<file path="src/rtl/vector_mem_unit_if.sv">
// Halfword memory port of the vector load/store sequencer.
// master = sequencer side, slave = data memory side.
interface vector_mem_unit_if #(
  parameter int ELEM_W = 16,
  parameter int ADDR_W = 16
);
  logic [ADDR_W-1:0] mem_addr;
  logic              mem_re;
  logic              mem_we;
  logic [ELEM_W-1:0] mem_wdata;
  logic [ELEM_W-1:0] mem_rdata;

  modport master (
    output mem_addr,
    output mem_re,
    output mem_we,
    output mem_wdata,
    input  mem_rdata
  );

  modport slave (
    input  mem_addr,
    input  mem_re,
    input  mem_we,
    input  mem_wdata,
    output mem_rdata
  );
endinterface

</file>
<file path="src/rtl/vector_mem_unit.sv">
// Multi-cycle VLD/VST sequencer: one vector <-> 16 halfword accesses.
// Optional VMU_WRAP_ERR_EN rejects requests whose span wraps the address space.
module vector_mem_unit #(
  parameter int ELEM_W   = 16,
  parameter int NUM_ELEM = 16,
  parameter int ADDR_W   = 16
) (
  input  logic                       clk,
  input  logic                       rst,
  input  logic                       start,
  input  logic                       is_store,
  input  logic [ADDR_W-1:0]          base_addr,
  input  logic [ELEM_W*NUM_ELEM-1:0] st_data,
  output logic                       busy,
  output logic                       done,
  output logic                       err,
  output logic [ELEM_W*NUM_ELEM-1:0] ld_data,
  vector_mem_unit_if.master          mem
);

  localparam int IW = $clog2(NUM_ELEM);
  localparam logic [IW-1:0] LAST = IW'(NUM_ELEM - 1);

  localparam logic [2:0] S_IDLE   = 3'd0;
  localparam logic [2:0] S_STORE  = 3'd1;
  localparam logic [2:0] S_LOAD   = 3'd2;
  localparam logic [2:0] S_LDRAIN = 3'd3;
  localparam logic [2:0] S_DONE   = 3'd4;

  logic [2:0]        state;
  logic [2:0]        state_d;
  logic [IW-1:0]     idx;
  logic [ADDR_W-1:0] base_q;
  logic              err_q;
  logic              accept;
  logic              wrap;
  logic              do_st;
  logic              do_ld;

  logic [NUM_ELEM-1:0][ELEM_W-1:0] data_q;
  logic [NUM_ELEM-1:0][ELEM_W-1:0] shadow;

`ifdef VMU_WRAP_ERR_EN
  logic [ADDR_W:0] end_sum;
  assign end_sum = {1'b0, base_addr} + (ADDR_W+1)'(NUM_ELEM - 1);
  assign wrap    = end_sum[ADDR_W];
`else
  assign wrap    = 1'b0;
`endif

  assign accept = start && (state == S_IDLE || state == S_DONE);
  assign do_st  = (state == S_STORE);
  assign do_ld  = (state == S_LOAD);
  assign err    = err_q;

  always_comb begin
    state_d = state;
    case (state)
      S_IDLE, S_DONE: begin
        state_d = S_IDLE;
        if (accept && !wrap)
          state_d = is_store ? S_STORE : S_LOAD;
      end
      S_STORE:  if (idx == LAST) state_d = S_DONE;
      S_LOAD:   if (idx == LAST) state_d = S_LDRAIN;
      S_LDRAIN: state_d = S_DONE;
      default:  state_d = S_IDLE;
    endcase
  end

  always_ff @(posedge clk or posedge rst) begin
    if (rst) begin
      state   <= S_IDLE;
      busy    <= 1'b0;
      done    <= 1'b0;
      err_q   <= 1'b0;
      idx     <= '0;
      base_q  <= '0;
      data_q  <= '0;
      shadow  <= '0;
      ld_data <= '0;
    end else begin
      state <= state_d;
      busy  <= (state_d == S_STORE) || (state_d == S_LOAD)
            || (state_d == S_LDRAIN);
      done  <= (state_d == S_DONE);
      err_q <= accept && wrap;
      if (accept) begin
        idx    <= '0;
        base_q <= base_addr;
        if (is_store) data_q <= st_data;
      end else if (do_st || do_ld) begin
        idx <= idx + 1'b1;
      end
      // read data lags its strobe by one cycle, so it lands in idx-1
      if (do_ld && idx != '0)
        shadow[idx - 1'b1] <= mem.mem_rdata;
      if (state == S_LDRAIN) begin
        shadow[LAST] <= mem.mem_rdata;
        ld_data <= {mem.mem_rdata, shadow[NUM_ELEM-2:0]};
      end
    end
  end

  assign mem.mem_we    = do_st;
  assign mem.mem_re    = do_ld;
  assign mem.mem_addr  = (do_st || do_ld) ? base_q + ADDR_W'(idx) : '0;
  assign mem.mem_wdata = do_st ? data_q[idx] : '0;

endmodule

</file>
<file path="src/flat_wrapper.sv">
// flat-port wrapper written by rule: the top's interface ports become plain ports
module vector_mem_unit_flat 
#(
  parameter int ELEM_W   = 16,
  parameter int NUM_ELEM = 16,
  parameter int ADDR_W   = 16
)
  (clk, rst, start, is_store, base_addr, st_data, busy, done, err, ld_data, mem_mem_addr, mem_mem_re, mem_mem_we, mem_mem_wdata, mem_mem_rdata);
  vector_mem_unit_if #(.ELEM_W(ELEM_W), .ADDR_W(ADDR_W)) mem_i ();
  input  logic clk;
  input  logic rst;
  input  logic start;
  input  logic is_store;
  input  logic [ADDR_W-1:0] base_addr;
  input  logic [ELEM_W*NUM_ELEM-1:0] st_data;
  output logic busy;
  output logic done;
  output logic err;
  output logic [ELEM_W*NUM_ELEM-1:0] ld_data;
  output wire logic [$bits(mem_i.mem_addr)-1:0] mem_mem_addr;
  output wire logic [$bits(mem_i.mem_re)-1:0] mem_mem_re;
  output wire logic [$bits(mem_i.mem_we)-1:0] mem_mem_we;
  output wire logic [$bits(mem_i.mem_wdata)-1:0] mem_mem_wdata;
  input wire logic [$bits(mem_i.mem_rdata)-1:0] mem_mem_rdata;
  assign mem_mem_addr = mem_i.mem_addr;
  assign mem_mem_re = mem_i.mem_re;
  assign mem_mem_we = mem_i.mem_we;
  assign mem_mem_wdata = mem_i.mem_wdata;
  assign mem_i.mem_rdata = mem_mem_rdata;
  vector_mem_unit #(.ELEM_W(ELEM_W), .NUM_ELEM(NUM_ELEM), .ADDR_W(ADDR_W)) u_core (.clk(clk), .rst(rst), .start(start), .is_store(is_store), .base_addr(base_addr), .st_data(st_data), .busy(busy), .done(done), .err(err), .ld_data(ld_data), .mem(mem_i));
endmodule
</file>
<file path="config.mk">
export PLATFORM = sky130hd
export DESIGN_NAME = vector_mem_unit_flat
export DESIGN_NICKNAME = d
export VERILOG_FILES = /design/src/rtl/vector_mem_unit_if.sv /design/src/rtl/vector_mem_unit.sv /design/src/flat_wrapper.sv
export SDC_FILE = /design/constraint.sdc
export NUM_CORES = 1
export LEC_CHECK = 0
export BUFFER_PORTS_ARGS = -buffer_cell sky130_fd_sc_hd__buf_2
export CAP_MARGIN = 20
export CORE_MARGIN = 2
export CORE_UTILIZATION = 40
export CTS_BUF_LIST = sky130_fd_sc_hd__clkbuf_8
export DETAILED_ROUTE_END_ITERATION = 8
export GPL_ROUTABILITY_DRIVEN = 1
export PLACE_DENSITY = 0.63
export SLEW_MARGIN = 20
export SYNTH_ARGS = -nofsm -noshare
export SYNTH_HDL_FRONTEND = slang
export SYNTH_SLANG_ARGS = --single-unit
</file>
<file path="constraint.sdc">
create_clock -name clk -period 26.8 [get_ports clk]
set_input_delay 6.7 -clock clk [delete_from_list [all_inputs] [get_ports clk]]
set_output_delay 6.7 -clock clk [all_outputs]
set_load 0.02 [all_outputs]
</file>
==> reports/results.ini, run 1 <==
[timing]
fin_worst_skew_ns = 0.0406
slew_headroom_pct = 27.0
setup_viol = 0
worst_pin_slew_ns = 1.10
finalCriticalPeriod_ns = 10.77
tns_ns = 0
hold_violations = 0
slew_viol_final = 0
rsz0062_at_grt = false
clock.fmax_ghz = 0.0929
post-route-period-util_pct = 40.2

[pwr]
power.density_nw_per_um2 = 114
p_leak_uw = 0.0201
vdd_drop_max_v = 0.0000502

[drt]
detail_route.wl_per_cell_um = 20.1
final_antenna_net_count = 0
drc = 0
wl_um = 85400
detail_route.vias_per_cell = 4.95
drtIter0Drc = 1257
num_vias = 21000
drt_first_pass_iters = 5

[logic_synthesis]
synthCells = 2499
syn_nets = 2802
yosysWarnings = 0
synth-edff-count = 0
async_reset_ff_share_pct = 100
avgSynthCellArea_um2 = 12.7
netlist_area_um2 = 31800
ys_seq_elements = 777
yosysSeqAreaShare_pct = 61.1
ys.flop_type = dfrtp_1
yosys.cell_types.count = 53

[layout]
fill_cells = 7253
utilization_pct = 48.5
layout_commonest_cell = nand2_1
synthToLayoutAreaGrowth_pct = 20.3
stdcell_count = 4249
seq_area_um2 = 19500
layout_common_cells = nand2_1 (789), dfrtp_1 (775), buf_2 (583), mux2_2 (467), clkbuf_8 (156)
final_layout_size_suffix_gt1_share_pct = 43.3
num-nets-final = 3392
multi_input_area_um2 = 11600

[cts]
post-cts-setup-buffer-count = 0
cts.path.max_buffers = 3
cts_tree = yes
numCtsBuffers = 132
cts_sinks = 777
cts.clk_slew.worst_paths_ns = 0.06
worstSkewPairLatency_ns = 0.77
h-tree-depth = 4
ctsRootBufferMaster = clkbuf_8
postCtsResizedCells = 0
hold_buffers = 0

[critical_path]
ff2ff_setup_slack_ns = 22.87
cp-startpoint = u_core.idx[0]
slowest_stage = buf_4
cp_max_fo = 51
cp-endpoint = mem_mem_wdata[12]
crit_type = reg2out
crit_chain = buf_4 > mux4_2 > nand3_1 > o21ai_0 > a221o_1 > buf_2
crit_path_max_incr_delay_ns = 0.80
cp.required_ns = 20.10
setup.worst_path.start_class = register
cp-end-kind = output pin
reg2reg_to = u_core.shadow[89]
worst_ep_arrival_time_ns = 4.07
reg2reg_depth = 7
reg2reg_from = u_core.idx[0]

[die]
fp.dieW_um = 286
die-height_um = 286
io_pins = 585
core_um2 = 78900
die-area_um2 = 81800
row_count = 103
initial_core_util_pct = 40.4

[global_route]
grt_overflow_total = 0
grt_pass1_vias = 21200
antenna_found_initial = 25
grt_pass1_wl_um = 129000
grt_max_degree = 187
track_usage_pct = 20.8

[placed_design]
dpl.cell_count = 4002
io_buffer_count = 583
dpl.hpwl_um = 57300
gp_congestion = 0.813

[job]
drv_cap = 0

[hold_path]
hp-class = reg2reg

[outcome]
status = finished, final reports clean

==> synth_stat cells, types with 8 or more instances <==
cell      number  area, um2
ha_1          10        125
buf_2         42        210
a21oi_1       11       55.1
nand3_1       18       90.1
dfrtp_1      777      19400
nand2b_1       9       56.3
mux2_4        40        601
nor2_1        10       37.5
o21ai_0       29        145
inv_1         26       97.6
a221o_1       15        150
mux4_2        64       1440
nor2_2         8       50.1
clkbuf_1      91        342
buf_1          8       30.0
mux2_2       467       5260
nand2_1      790       2970
==> critical path, delay by kind of cell, from the launching register on <==
family / cells / cell delay (ns)
buf+inv: 2 / 0.97
flops: 1 / 0.74
simple gates: 1 / 0.08
mux: 1 / 0.59
compound gates: 2 / 0.82
==> per-layer routing <==
| layer | vias to the layer above | share of wire (%) | track usage [%] |
|---|---|---|---|
| met2 | 673 | 48 | 33.9 |
| met3 | 181 | 7.1 | 6.06 |
| met4 | 26 | 3.3 | 8.15 |
| met5 | - | 0.18 | 0 |
| li1 | 9605 | - | - |
| met1 | 10500 | 41 | 26.1 |
==> flip-flops by register name, indices dropped and copies added, names as in the netlist <==
| name | cells |
|---|---|
| u_core.base_q | 16 |
| u_core.busy | 1 |
| u_core.data_q | 256 |
| u_core.done | 1 |
| u_core.idx | 4 |
| u_core.ld_data | 256 |
| u_core.shadow | 240 |
| u_core.state | 3 |
==> logic make-up (layout without fill, tap and decap cells) <==
kind of cell	count (synthesis)	after routing	share of synthesized area, %
and+or+nand+nor	873	873	10.9
DFF	777	777	61.1
muxes	576	576	23.1
adders and majority gates	11	11	0.456
buffers and inverters	179	867	2.52
other	1	13	0.0118
AOI/OAI and AO/OA	77	77	1.81
xor gates and xnor gates	5	5	0.138
==> worst min-delay path by stage <==
stage / start / end / slack [ns] / cells past startpoint
6_report: u_core.data_q[184] / u_core.data_q[184] / 0.47 / 2
3_3_place_gp: u_core.data_q[28] / u_core.data_q[28] / 0.45 / 2
4_1_cts: u_core.data_q[107] / u_core.data_q[107] / 0.47 / 2
3_5_place_dp: u_core.data_q[79] / u_core.data_q[79] / 0.46 / 2
2_1_floorplan: u_core.data_q[100] / u_core.data_q[100] / 0.44 / 2
5_1_grt: u_core.data_q[79] / u_core.data_q[79] / 0.48 / 2
==> final cells by class <==
cell class / count / area share, %
clock buffer: 156 / 5.61
inverter: 26 / 0.265
tap: 1050 / 3.43
sequential: 777 / 50.8
timing repair buffer: 609 / 8.35
multi-input combinational: 1543 / 30.4
clock inverter: 76 / 1.09
antenna: 12 / 0.0784
==> power by group <==
group	switching (uW)	total [uW]	internal (uW)	leakage, uW
logic	786	1420	638	0.00852
clock network	495	1030	535	0.00153
registers	276	1910	1630	0.0101
==> metrics by stage <==
step | cell area [um2] | power, uW | hold slack [ns] | setup slack (ns)
after floorplan | 31800 | 2860 | 0.440 | 9.44
after global placement | 35600 | 3330 | 0.452 | 15.93
after detailed placement | 35600 | 3370 | 0.457 | 15.97
after CTS | 38200 | 4420 | 0.472 | 15.90
after global routing | 38300 | 4630 | 0.483 | 15.74
final | 38300 | 4360 | 0.468 | 16.03
Note: power is estimated with default switching activity, not from simulation.
==> run 2, diff against run 1 <==
Settings changed: PLACE_DENSITY 0.63 to 0.61.
Clock period 26.8 ns to 10.7 ns, I/O delays scaled along.
==> run 2 against run 1 <==
Net effect:
- clock skew fell by 0.011 ns
- first-iteration DRC count fell by 12%
- hold slack improved by 0.0026 ns
- critical path type unchanged
- highest routed layer unchanged
- final cell count barely moved
- critical endpoint is now mem_mem_wdata[8]
- sequential power rose to 2.5 times the previous value
- non-clock buffer count fell by 2
- global-route usage rose by 1.2 points
==> reports/results.ini, run 2 (synthesis results as in run 1) <==
[outcome]
status = finished, final reports clean

[layout]
utilization_pct = 48.6  ; +0.086 points
largest_registers = u_core.data_q (256), u_core.ld_data (256), u_core.shadow (240)
layout_commonest_cell = nand2_1
num-nets-final = 3389  ; -0.088%
fill_cells = 7190  ; -0.87%
layout_common_cells = nand2_1 (789), dfrtp_1 (775), buf_2 (583), mux2_2 (467), clkbuf_8 (160)
final_layout_size_suffix_gt1_share_pct = 43.7  ; +0.38 points
synthToLayoutAreaGrowth_pct = 20.5

[drt]
final_antenna_net_count = 0  ; unchanged
drc = 0  ; unchanged
wl_um = 90000  ; +5.5%
num_vias = 21100  ; +0.58%
detail_route.vias_per_cell = 4.98  ; +0.68%
drtIter0Drc = 1101  ; -12%
detail_route.wl_per_cell_um = 21.2  ; +5.6%
drt_first_pass_iters = 4  ; -1

[critical_path]
reg2reg_from = u_core.idx[0]
cp-end-kind = output pin
slowest_stage = dfrtp_4
reg2reg_depth = 7  ; unchanged
path_buf_inv = 2  ; unchanged
crit_chain = buf_4 > mux4_2 > nand3_1 > o21ai_0 > a221o_1 > buf_2
worst_ep_arrival_time_ns = 3.86  ; -0.21 ns
crit_path_max_incr_delay_ns = 0.78  ; -0.02 ns
reg2reg_to = u_core.shadow[26]
crit_type = reg2out
setup.worst_path.start_class = register
cpLargestDelayFamily = buffers and inverters
cp.required_ns = 8.03  ; -12.07 ns
cp_max_fo = 47  ; -7.8%
ff2ff_setup_slack_ns = 6.73  ; -16.14 ns

[placed_design]
gp_congestion = 0.901  ; +11%
dpl.hpwl_um = 62500  ; +9.2%
io_buffer_count = 583  ; unchanged

[timing]
post-route-period-util_pct = 61.0
rsz0062_at_grt = false
hold-worst-slack_ns = 0.471  ; +0.00259 ns
fin_worst_skew_ns = 0.0294  ; -0.0112 ns
clock.fmax_ghz = 0.153
finalCriticalPeriod_ns = 6.53
setup_viol = 0  ; unchanged
slew_headroom_pct = 21.8  ; -5.2 points
worst_pin_slew_ns = 1.17  ; +0.0775 ns
slew_viol_final = 0  ; unchanged
hold_violations = 0  ; unchanged

[cts]
hold_buffers = 0  ; unchanged
h-tree-depth = 4  ; unchanged
postCtsResizedCells = 0  ; unchanged
cts.path.max_buffers = 3  ; unchanged
worstSkewPairLatency_ns = 0.77  ; about the same
cts.clk_slew.worst_paths_ns = 0.05  ; about the same
ctsRootBufferMaster = clkbuf_8
post-cts-setup-buffer-count = 0  ; unchanged
cts_tree = yes
cts_sinks = 777  ; unchanged
numCtsBuffers = 131  ; -0.76%

[job]
drv_cap = 0  ; unchanged

[hold_path]
min_path_cells = 2  ; unchanged
min_from = u_core.data_q[237]
hp-class = reg2reg
hold_end = u_core.data_q[237]

[global_route]
track_usage_pct = 22.0  ; +1.2 points
grt_overflow_total = 0  ; unchanged
grt_pass1_vias = 22300  ; +5.3%
grt_pass1_wl_um = 137000  ; +6.1%
antenna_found_initial = 30  ; +20%
grt_max_degree = 181  ; -3.2%

[pwr]
vdd_drop_max_v = 0.000135  ; +170%
power.density_nw_per_um2 = 289  ; +150%
p_leak_uw = 0.0201  ; about the same

[die]
initial_core_util_pct = 40.4  ; unchanged
io_pins = 585  ; unchanged
die-height_um = 286  ; unchanged
row_count = 103  ; unchanged
core_um2 = 78900  ; unchanged
die-area_um2 = 81800  ; unchanged
fp.dieW_um = 286  ; unchanged

-- run 2: cell types whose count changed in the layout (fill, tap and decap cells not counted), sizes merged --
| cell | change |
|---|---|
| buf | -2 |
| bufinv | +2 |
| clkbuf | +4 |
| clkinv | +5 |
| clkinvlp | +2 |
| diode | +1 |
| inv | -16 |
-- run 2: tightest hold or removal path, stage by stage, from the launching register on --
cell	delay, ns
dfrtp_1	0.33
nand2_1	0.05
nand2_1	0.06
-- run 2: power by group --
part           internal, uW  total, uW  switching, uW
clock                  1420       2640           1230
sequential             4080       4830            748
combinational          1590       3590           2000
total                  7090      11100           3980
-- run 2: layout make-up --
cell class                 instances  area, um2  area share (%)
timing repair buffer             607       3180            8.28
inverter                          26        101           0.264
clock buffer                     160       2200            5.74
antenna                           13       32.5          0.0848
multi-input combinational       1543      11600            30.3
clock inverter                    69        452            1.18
sequential                       777      19500            50.7
tap                             1050       1310            3.43
-- run 2: metal layers --
metal | part of all wire, % | wire length, um | vias up | GRT usage [%]
met5 | 0.23 | 207 | - | 0
met4 | 3.9 | 3500 | 34 | 9.24
met3 | 6.8 | 6130 | 199 | 6.62
met2 | 49 | 44400 | 655 | 36.7
met1 | 40 | 35800 | 10600 | 26.6
li1 | - | - | 9609 | -
-- run 2: worst max-delay path by stage --
stage	startpoint	to	slack (ns)	cells after the start
finish	u_core.idx[0]	mem_mem_wdata[8]	4.17	6
detailed placement	u_core.idx[0]	mem_mem_wdata[8]	4.85	6
floorplan	rst	u_core.base_q[0]	-2.63	1
global placement	u_core.idx[0]	mem_mem_wdata[8]	4.88	6
CTS	u_core.idx[0]	mem_mem_wdata[7]	3.99	6
global route	u_core.idx[0]	mem_mem_wdata[9]	3.92	6
-- run 2: per-stage QoR --
stage | cell area, um2 | total power (uW) | TNS (ns) | worst slack [ns] | cells
3_3_place_gp | 35600 | 8360 | 0 | 4.88 | 4001
2_1_floorplan | 31800 | 7160 | -2046.63 | -2.63 | 2499
5_1_grt | 38300 | 11700 | 0 | 3.92 | 4241
3_5_place_dp | 35600 | 8510 | 0 | 4.85 | 4001
6_report | 38400 | 11100 | 0 | 4.17 | 4245
4_1_cts | 38300 | 11200 | 0 | 3.99 | 4230
